`src/rtl/rf_write_arbiter.sv`:
```
// Write-back arbiter in front of the 2-write-port register-file RAM: per-source FIFOs,
// round-robin dual issue, and suppression of same-address writes on both ports.
module rf_write_arbiter #(
    parameter int unsigned P_NUM_SRC      = 3,
    parameter int unsigned P_MEM_DEPTH    = 2048,
    parameter int unsigned P_MEM_WIDTH    = 32,
    parameter int unsigned P_FIFO_DEPTH   = 2,
    localparam int unsigned LP_INDEX_WIDTH = $clog2(P_MEM_DEPTH)
) (
    input  logic                                  clk_i,
    input  logic                                  rst_i,
    input  logic [P_NUM_SRC-1:0]                  src_valid_i,
    output logic [P_NUM_SRC-1:0]                  src_ready_o,
    input  logic [P_NUM_SRC*LP_INDEX_WIDTH-1:0]   src_addr_i,
    input  logic [P_NUM_SRC*P_MEM_WIDTH-1:0]      src_data_i,
    output logic                                  wra_valid_o,
    output logic [LP_INDEX_WIDTH-1:0]             wra_addr_o,
    output logic [P_MEM_WIDTH-1:0]                wra_data_o,
    output logic                                  wrb_valid_o,
    output logic [LP_INDEX_WIDTH-1:0]             wrb_addr_o,
    output logic [P_MEM_WIDTH-1:0]                wrb_data_o,
    output logic                                  busy_o
);

    localparam int unsigned LP_PTR_W = $clog2(P_FIFO_DEPTH);
    localparam int unsigned LP_CNT_W = LP_PTR_W + 1;
    localparam int unsigned LP_RR_W  = $clog2(P_NUM_SRC);

    logic [LP_INDEX_WIDTH-1:0] addr_mem [P_NUM_SRC][P_FIFO_DEPTH];
    logic [P_MEM_WIDTH-1:0]    data_mem [P_NUM_SRC][P_FIFO_DEPTH];

    logic [LP_PTR_W-1:0]       wr_ptr_q [P_NUM_SRC];
    logic [LP_PTR_W-1:0]       wr_ptr_d [P_NUM_SRC];
    logic [LP_PTR_W-1:0]       rd_ptr_q [P_NUM_SRC];
    logic [LP_PTR_W-1:0]       rd_ptr_d [P_NUM_SRC];
    logic [LP_CNT_W-1:0]       count_q  [P_NUM_SRC];
    logic [LP_CNT_W-1:0]       count_d  [P_NUM_SRC];
    logic [LP_INDEX_WIDTH-1:0] head_addr [P_NUM_SRC];
    logic [P_MEM_WIDTH-1:0]    head_data [P_NUM_SRC];

    logic [P_NUM_SRC-1:0] ready_q, ready_d, push, pop, nonempty;
    logic [LP_RR_W-1:0]   rr_q, rr_d;
    logic [LP_RR_W-1:0]   grant_a_idx, grant_b_idx;
    logic                 grant_a_vld, grant_b_vld, issue_b;

    logic                      wra_valid_q, wra_valid_d, wrb_valid_q, wrb_valid_d;
    logic [LP_INDEX_WIDTH-1:0] wra_addr_q, wra_addr_d, wrb_addr_q, wrb_addr_d;
    logic [P_MEM_WIDTH-1:0]    wra_data_q, wra_data_d, wrb_data_q, wrb_data_d;

    function automatic logic [LP_RR_W-1:0] wrap_idx(input int unsigned base,
                                                     input int unsigned off);
        int unsigned s;
        s = base + off;
        if (s >= P_NUM_SRC) s = s - P_NUM_SRC;
        return LP_RR_W'(s);
    endfunction

    always_comb begin
        push     = '0;
        nonempty = '0;
        for (int k = 0; k < P_NUM_SRC; k++) begin
            push[k]      = src_valid_i[k] & ready_q[k];
            nonempty[k]  = count_q[k] != '0;
            head_addr[k] = addr_mem[k][rd_ptr_q[k]];
            head_data[k] = data_mem[k][rd_ptr_q[k]];
        end
    end

    // Scan from rr: first non-empty head takes port A, the next one port B.
    always_comb begin
        grant_a_vld = 1'b0;
        grant_b_vld = 1'b0;
        grant_a_idx = '0;
        grant_b_idx = '0;
        for (int i = 0; i < P_NUM_SRC; i++) begin
            if (nonempty[wrap_idx(int'(rr_q), i)]) begin
                if (!grant_a_vld) begin
                    grant_a_vld = 1'b1;
                    grant_a_idx = wrap_idx(int'(rr_q), i);
                end else if (!grant_b_vld) begin
                    grant_b_vld = 1'b1;
                    grant_b_idx = wrap_idx(int'(rr_q), i);
                end
            end
        end
        issue_b = grant_b_vld && (head_addr[grant_b_idx] != head_addr[grant_a_idx]);

        pop = '0;
        if (grant_a_vld) pop[grant_a_idx] = 1'b1;
        if (issue_b)     pop[grant_b_idx] = 1'b1;

        rr_d = rr_q;
        if (issue_b)          rr_d = wrap_idx(int'(grant_b_idx), 1);
        else if (grant_a_vld) rr_d = wrap_idx(int'(grant_a_idx), 1);

        wra_valid_d = grant_a_vld;
        wra_addr_d  = grant_a_vld ? head_addr[grant_a_idx] : '0;
        wra_data_d  = grant_a_vld ? head_data[grant_a_idx] : '0;
        wrb_valid_d = issue_b;
        wrb_addr_d  = issue_b ? head_addr[grant_b_idx] : '0;
        wrb_data_d  = issue_b ? head_data[grant_b_idx] : '0;
    end

    // Ready follows the post-edge count, so a full FIFO reopens only after a real pop.
    always_comb begin
        ready_d = '0;
        for (int k = 0; k < P_NUM_SRC; k++) begin
            wr_ptr_d[k] = wr_ptr_q[k] + LP_PTR_W'(push[k]);
            rd_ptr_d[k] = rd_ptr_q[k] + LP_PTR_W'(pop[k]);
            count_d[k]  = count_q[k] + LP_CNT_W'(push[k]) - LP_CNT_W'(pop[k]);
            ready_d[k]  = count_d[k] != LP_CNT_W'(P_FIFO_DEPTH);
        end
    end

    always_ff @(posedge clk_i) begin
        for (int k = 0; k < P_NUM_SRC; k++) begin
            if (push[k]) begin
                addr_mem[k][wr_ptr_q[k]] <= src_addr_i[k*LP_INDEX_WIDTH +: LP_INDEX_WIDTH];
                data_mem[k][wr_ptr_q[k]] <= src_data_i[k*P_MEM_WIDTH +: P_MEM_WIDTH];
            end
        end
    end

    always_ff @(posedge clk_i or posedge rst_i) begin
        if (rst_i) begin
            for (int k = 0; k < P_NUM_SRC; k++) begin
                wr_ptr_q[k] <= '0;
                rd_ptr_q[k] <= '0;
                count_q[k]  <= '0;
            end
            ready_q     <= '0;
            rr_q        <= '0;
            wra_valid_q <= 1'b0;
            wra_addr_q  <= '0;
            wra_data_q  <= '0;
            wrb_valid_q <= 1'b0;
            wrb_addr_q  <= '0;
            wrb_data_q  <= '0;
        end else begin
            for (int k = 0; k < P_NUM_SRC; k++) begin
                wr_ptr_q[k] <= wr_ptr_d[k];
                rd_ptr_q[k] <= rd_ptr_d[k];
                count_q[k]  <= count_d[k];
            end
            ready_q     <= ready_d;
            rr_q        <= rr_d;
            wra_valid_q <= wra_valid_d;
            wra_addr_q  <= wra_addr_d;
            wra_data_q  <= wra_data_d;
            wrb_valid_q <= wrb_valid_d;
            wrb_addr_q  <= wrb_addr_d;
            wrb_data_q  <= wrb_data_d;
        end
    end

    assign src_ready_o = ready_q;
    assign wra_valid_o = wra_valid_q;
    assign wra_addr_o  = wra_addr_q;
    assign wra_data_o  = wra_data_q;
    assign wrb_valid_o = wrb_valid_q;
    assign wrb_addr_o  = wrb_addr_q;
    assign wrb_data_o  = wrb_data_q;
    assign busy_o      = (|nonempty) | wra_valid_q | wrb_valid_q;

endmodule

```
`config.mk`:
```
export PLATFORM = sky130hd
export DESIGN_NAME = rf_write_arbiter
export DESIGN_NICKNAME = d
export VERILOG_FILES = /design/src/rtl/rf_write_arbiter.sv
export SDC_FILE = /design/constraint.sdc
export NUM_CORES = 1
export LEC_CHECK = 0
export ABC_CLOCK_PERIOD_IN_PS = 7500
export CAP_MARGIN = 25
export CORE_MARGIN = 10
export CORE_UTILIZATION = 40
export CTS_CLUSTER_SIZE = 14
export DETAILED_ROUTE_END_ITERATION = 8
export PLACE_DENSITY_LB_ADDON = 0.08
export SLEW_MARGIN = 40
export SYNTH_ARGS = -nofsm -noshare
export SYNTH_HDL_FRONTEND = slang
export SYNTH_SLANG_ARGS = --single-unit
```
`constraint.sdc`:
```
create_clock -name clk_i -period 7.5 [get_ports clk_i]
set_input_delay 1.875 -clock clk_i [delete_from_list [all_inputs] [get_ports clk_i]]
set_output_delay 1.875 -clock clk_i [all_outputs]
set_load 0.1 [all_outputs]
```
Word level (Yosys, flattened, before mapping)
Memories as Yosys holds them, arrays and structs flattened.
Cells that the tools add are included.

word-level totals
  flip-flop bits (word level) = 105
  memory bits (writable) = 258
  input bits = 134
  output and inout port bits = 92
  word-level logic and storage cells = 183
  memories = 2

memory list
  memory    depth  width  read ports  clocked after memory_dff  wr ports  line  text
  data_mem  3      64     3           0                         3         30    logic [P_MEM_WIDTH-1:0] data_mem [P_NUM_SRC][P_FIFO_DEPTH];
  addr_mem  3      22     3           0                         3         29    logic [LP_INDEX_WIDTH-1:0] addr_mem [P_NUM_SRC][P_FIFO_DEPTH];

cells by class
  add/sub/neg operators = 21
  $lt $le $gt $ge = 23
  eq/ne operators = 4
  multiplexer cells = 91
  bitwise operators = 14
  reductions and logical operators = 11

operators with widths
  operator                                                                             count
  32-bit 2-to-1 mux                                                                    18
  11-bit 2-to-1 mux                                                                    18
  64-bit 2-to-1 mux                                                                    3
  32-bit binary-select mux with 2-bit select                                           2
  32-bit demux with 1-bit select                                                       3
  22-bit 2-to-1 mux                                                                    3
  11-bit binary-select mux with 2-bit select                                           2
  2-bit 2-to-1 mux                                                                     17
  11-bit demux with 1-bit select                                                       3
  2-bit by 3-bit < comparator with 1-bit output, second input constant                 5
  1-bit 2-to-1 mux                                                                     15
  2-bit greater-or-equal comparator, second input constant                             7
  3-bit by 2-bit greater-or-equal comparator with 1-bit output, second input constant  4
  1-bit NOT with 2-bit output                                                          6
  11-bit inequality test                                                               1
  2-bit subtractor, second input constant                                              5
  2-bit by 1-bit adder with 3-bit output, second input constant                        3
  2-bit nonzero test                                                                   4
  1-bit adder                                                                          6
  2-bit by 1-bit adder with 2-bit output                                               3
  1-bit binary-select mux with 2-bit select                                            3
  3-bit greater-or-equal comparator, second input constant                             2
  1-bit logical AND                                                                    6
  2-bit by 1-bit < comparator with 1-bit output, second input constant                 3
  11 further kinds                                                                     22

Logic depth before layout (Yosys ltp)
  word-level depth = 19
  depth in mapped cells = 22
  gate-level depth less buffers = 18

Worst setup path before layout
No wires, ideal clock.

  path kind = register -> register
  start = register rr_q[0]
  end = register ready_q[1] (netlist: src_ready_o[1])
  setup time = 123 ps
  arrival time = 3836 ps
  data required time = 7377 ps
  path slack = 3541 ps
  cell stages (with the launch flop) = 21
  buffers on the path = 2
  clock period less this slack = 3959 ps
  cells stage by stage = dfrtp_1 inv_1 ha_1 buf_2 nand3_1 o211ai_4 nor2_4 inv_4 mux2i_4 a22o_1 or4b_1 a311oi_2 a21o_1 buf_6 o21ai_0 ha_1 inv_1 ha_1 xnor2_1 xnor2_1 nand2b_1

RTL lines
  what                    line  text
  start, declared         42    logic [LP_RR_W-1:0] rr_q, rr_d;
  start signal, assigned  146   rr_q <= rr_d;
  end signal, assigned    145   ready_q <= ready_d;
  end, declared           41    logic [P_NUM_SRC-1:0] ready_q, ready_d, push, pop, nonempty;

==> impl_metrics.ini <==
[critical_path]
crit_fanout = 37
cp_top_family = simple AND/OR/NAND/NOR gates
path_cells = inv_1 -> ha_1 -> nor3b_4 -> o211ai_4 -> nor2_4 -> clkbuf_16 -> buf_4 -> mux2i_1 -> xnor2_1 -> a221oi_1 -> nor4b_1 -> a21o_1 -> buf_4 -> o21ai_0 -> ha_1 -> inv_1 -> ha_1 -> xnor2_1 -> xnor2_1 -> nand2b_1
r2r_start = rr_q[0]
cpMaxStageDelayCell = nor4b_1
reg2reg_depth = 20
reg2reg_slack_ns = 1.96
cp-start-kind = flop
critPathKind = flop to flop
critical_path_buf_inv_count = 5
crit_arrival_ns = 5.96
critical-path-max-stage-delay_ns = 0.52
required_ns = 7.91
cp-end-kind = flop
r2r_end = src_ready_o[1]

[sta]
finalCriticalPeriod_ns = 5.54
clock_skew_ns = 0.0142
slew_violations = 0
rsz0062_at_grt = false
tightest_slew_ns = 0.860
timing.final.crit_share_pct = 73.9
finalSetupViolations = 0
slew_headroom_pct = 41.9
tns_ns = 0
hold_viol_final = 0
fmax_mhz = 180

[min_path]
min_delay_path_depth = 2
hold_path.startpoint = rr_q[1]
holdCritPathClass = flop to flop
whs_endpoint = rr_q[1]

[logic_synthesis]
ys_warn_count = 0
syn_nets = 1348
postSynthAreaPerCell_um2 = 13.2
ys.flop_type = edfxtp_1
synth.distinct_cells = 68
synth-async-reset-ratio_pct = 28.9
synthCells = 1193
seq_area_frac_synth_pct = 66.1
synth_seq_cells = 363
synth-edff-count = 258
synth_area_um2 = 15700

[cts]
cts.sinks = 363
cts_root_buf = clkbuf_16
postCtsResizedCells = 0
clkTransAtPathRegs_ns = 0.06
h-tree-depth = 2
tritoncts = yes
clock_latency_ns = 0.53
hold_buffers = 0
numCtsBuffers = 40
cts_buffer_depth = 3
post_cts_buffers = 0

[placed_design]
io_buffers = 225
dpl.hpwl_mm = 30.3
gp_congestion = 0.889

[die]
die_h_um = 218
rows = 72
die_w_um = 218
die_area_um2 = 47600
ios = 226
initial_core_util_pct = 40.5
core-area_um2 = 38700

[routing]
drtIter0Drc = 801
vias_per_cell = 5.37
ant_nets = 0
wl_mm = 46.5
drtPass1Iterations = 5
num_vias = 10500
drc = 0
wl_per_cell_um = 23.7

[grt]
grt-ovfl-total = 0
grt_pass1_wl_mm = 68.9
grt_pass1_vias = 10800
grt_max_degree = 64
grt_use_total_pct = 19.2
grt_antenna_before_repair = 4

[finish]
layout-drive-gt1-share_pct = 17.0
fillCellCount = 3419
final_util_pct = 50.0
nNetsFinal = 1561
multi_input_area_um2 = 4890
register_area_um2 = 10400
area_growth_syn_to_layout_pct = 23.3

[outcome]
status = finished clean

[job]
cap_violations = 0
[per-stage QoR]
| stage | setup WS [ns] | instance area, um2 | instances | hold slack, ns |
|---|---|---|---|---|
| 6_report | 1.96 | 19400 | 1957 | 0.578 |
| 5_1_grt | 1.46 | 19400 | 1957 | 0.613 |
| 4_1_cts | 1.68 | 19300 | 1954 | 0.575 |
| 3_5_place_dp | 1.74 | 18000 | 1880 | 0.566 |
| 3_3_place_gp | 1.94 | 18400 | 1880 | 0.556 |
| 2_1_floorplan | 2.86 | 15700 | 1193 | 0.520 |
[area by class of cell]
class                      count  share of cell area [%]
antenna                        1                  0.0129
sequential                   363                    53.6
inverter                      26                   0.562
clock buffer                  66                    6.61
tap                          518                    3.35
timing repair buffer         245                    10.2
multi-input combinational    730                    25.3
clock inverter                 8                   0.381
[synthesized netlist by cell type, types with 12 or more instances]
master	number	share of area (%)
inv_1	22	0.53
a211oi_1	32	1.5
buf_2	12	0.38
mux2_2	39	2.8
nand3_1	14	0.45
nand2_1	85	2.0
dfrtp_1	105	17
ha_1	21	1.7
mux2i_1	98	6.2
nor3_1	41	1.3
a21oi_1	58	1.8
edfxtp_1	258	49
o21ai_0	52	1.7
nor2_1	127	3.0
o21a_1	29	1.4
clkbuf_1	39	0.93
buf_1	13	0.31
o211ai_1	17	0.81
xnor2_1	14	0.78
[how the worst max path moves through the flow]
stage                  from             end  slack (ns)  depth (start not counted)
floorplan             rst_i      count_q[0]        2.86                          1
global placement    rr_q[0]  src_ready_o[1]        1.94                         19
detailed placement  rr_q[1]  src_ready_o[1]        1.74                         19
CTS                 rr_q[1]  src_ready_o[1]        1.68                         19
global route        rr_q[0]  src_ready_o[1]        1.46                         20
finish              rr_q[0]  src_ready_o[1]        1.96                         20
[routing by layer]
layer / global-route usage [%] / vias to the layer above / share of wire [%]
li1: - / 4852 / -
met1: 25.6 / 5248 / 43
met2: 31.3 / 347 / 48
met3: 3.87 / 57 / 6.7
met4: 4.91 / 6 / 1.7
met5: 0 / - / 0.077
[state kept, by name, indices dropped and copies added, names as in the netlist]
| register | count |
|---|---|
| wra_addr_o | 11 |
| rd_ptr_q | 3 |
| wr_ptr_q | 3 |
| data_mem | 192 |
| wrb_valid_o | 1 |
| wrb_addr_o | 11 |
| src_ready_o | 3 |
| wrb_data_o | 32 |
| wra_data_o | 32 |
| addr_mem | 66 |
| wra_valid_o | 1 |
| count_q | 6 |
| rr_q | 2 |
[tightest hold or removal path: cells and delay by family, from the launching register on]
| kind | cells | cell delay, ns |
|---|---|---|
| AO/OA/AOI/OAI | 1 | 0.07 |
| buffers and inverters | 1 | 0.07 |
| flip-flops | 1 | 0.38 |
[layout by cell type (no fill, tap or decap), drive strengths merged, types with 6 or more instances in the layout]
cell type      instances
edfxtp               258
clkdlybuf4s50        133
nor2                 131
buf                  111
dfrtp                105
mux2i                 99
nand2                 85
clkbuf                67
a21oi                 58
o21ai                 55
nor3                  42
mux2                  39
a211oi                32
o21a                  29
inv                   25
ha                    21
o211ai                18
xnor2                 14
nand3                 14
a31oi                  9
clkinv                 8
a211o                  6
o22ai                  6
a221oi                 6
or2                    6
[kinds of logic (layout without fill, tap and decap cells)]
group | after synthesis | in the layout | synth area share [%]
flops | 363 | 363 | 66.1
simple gates | 301 | 301 | 8.46
compound gates | 251 | 251 | 10.6
mux | 138 | 138 | 9.19
buf+inv | 100 | 345 | 2.95
fa+ha+maj | 22 | 22 | 1.74
xor+xnor | 18 | 18 | 1.00
other cells | 0 | 1 | 0
Power is left out: the tool's default activity adds up to more than one toggle a clock period on the data nets, which glitch-free logic cannot reach.
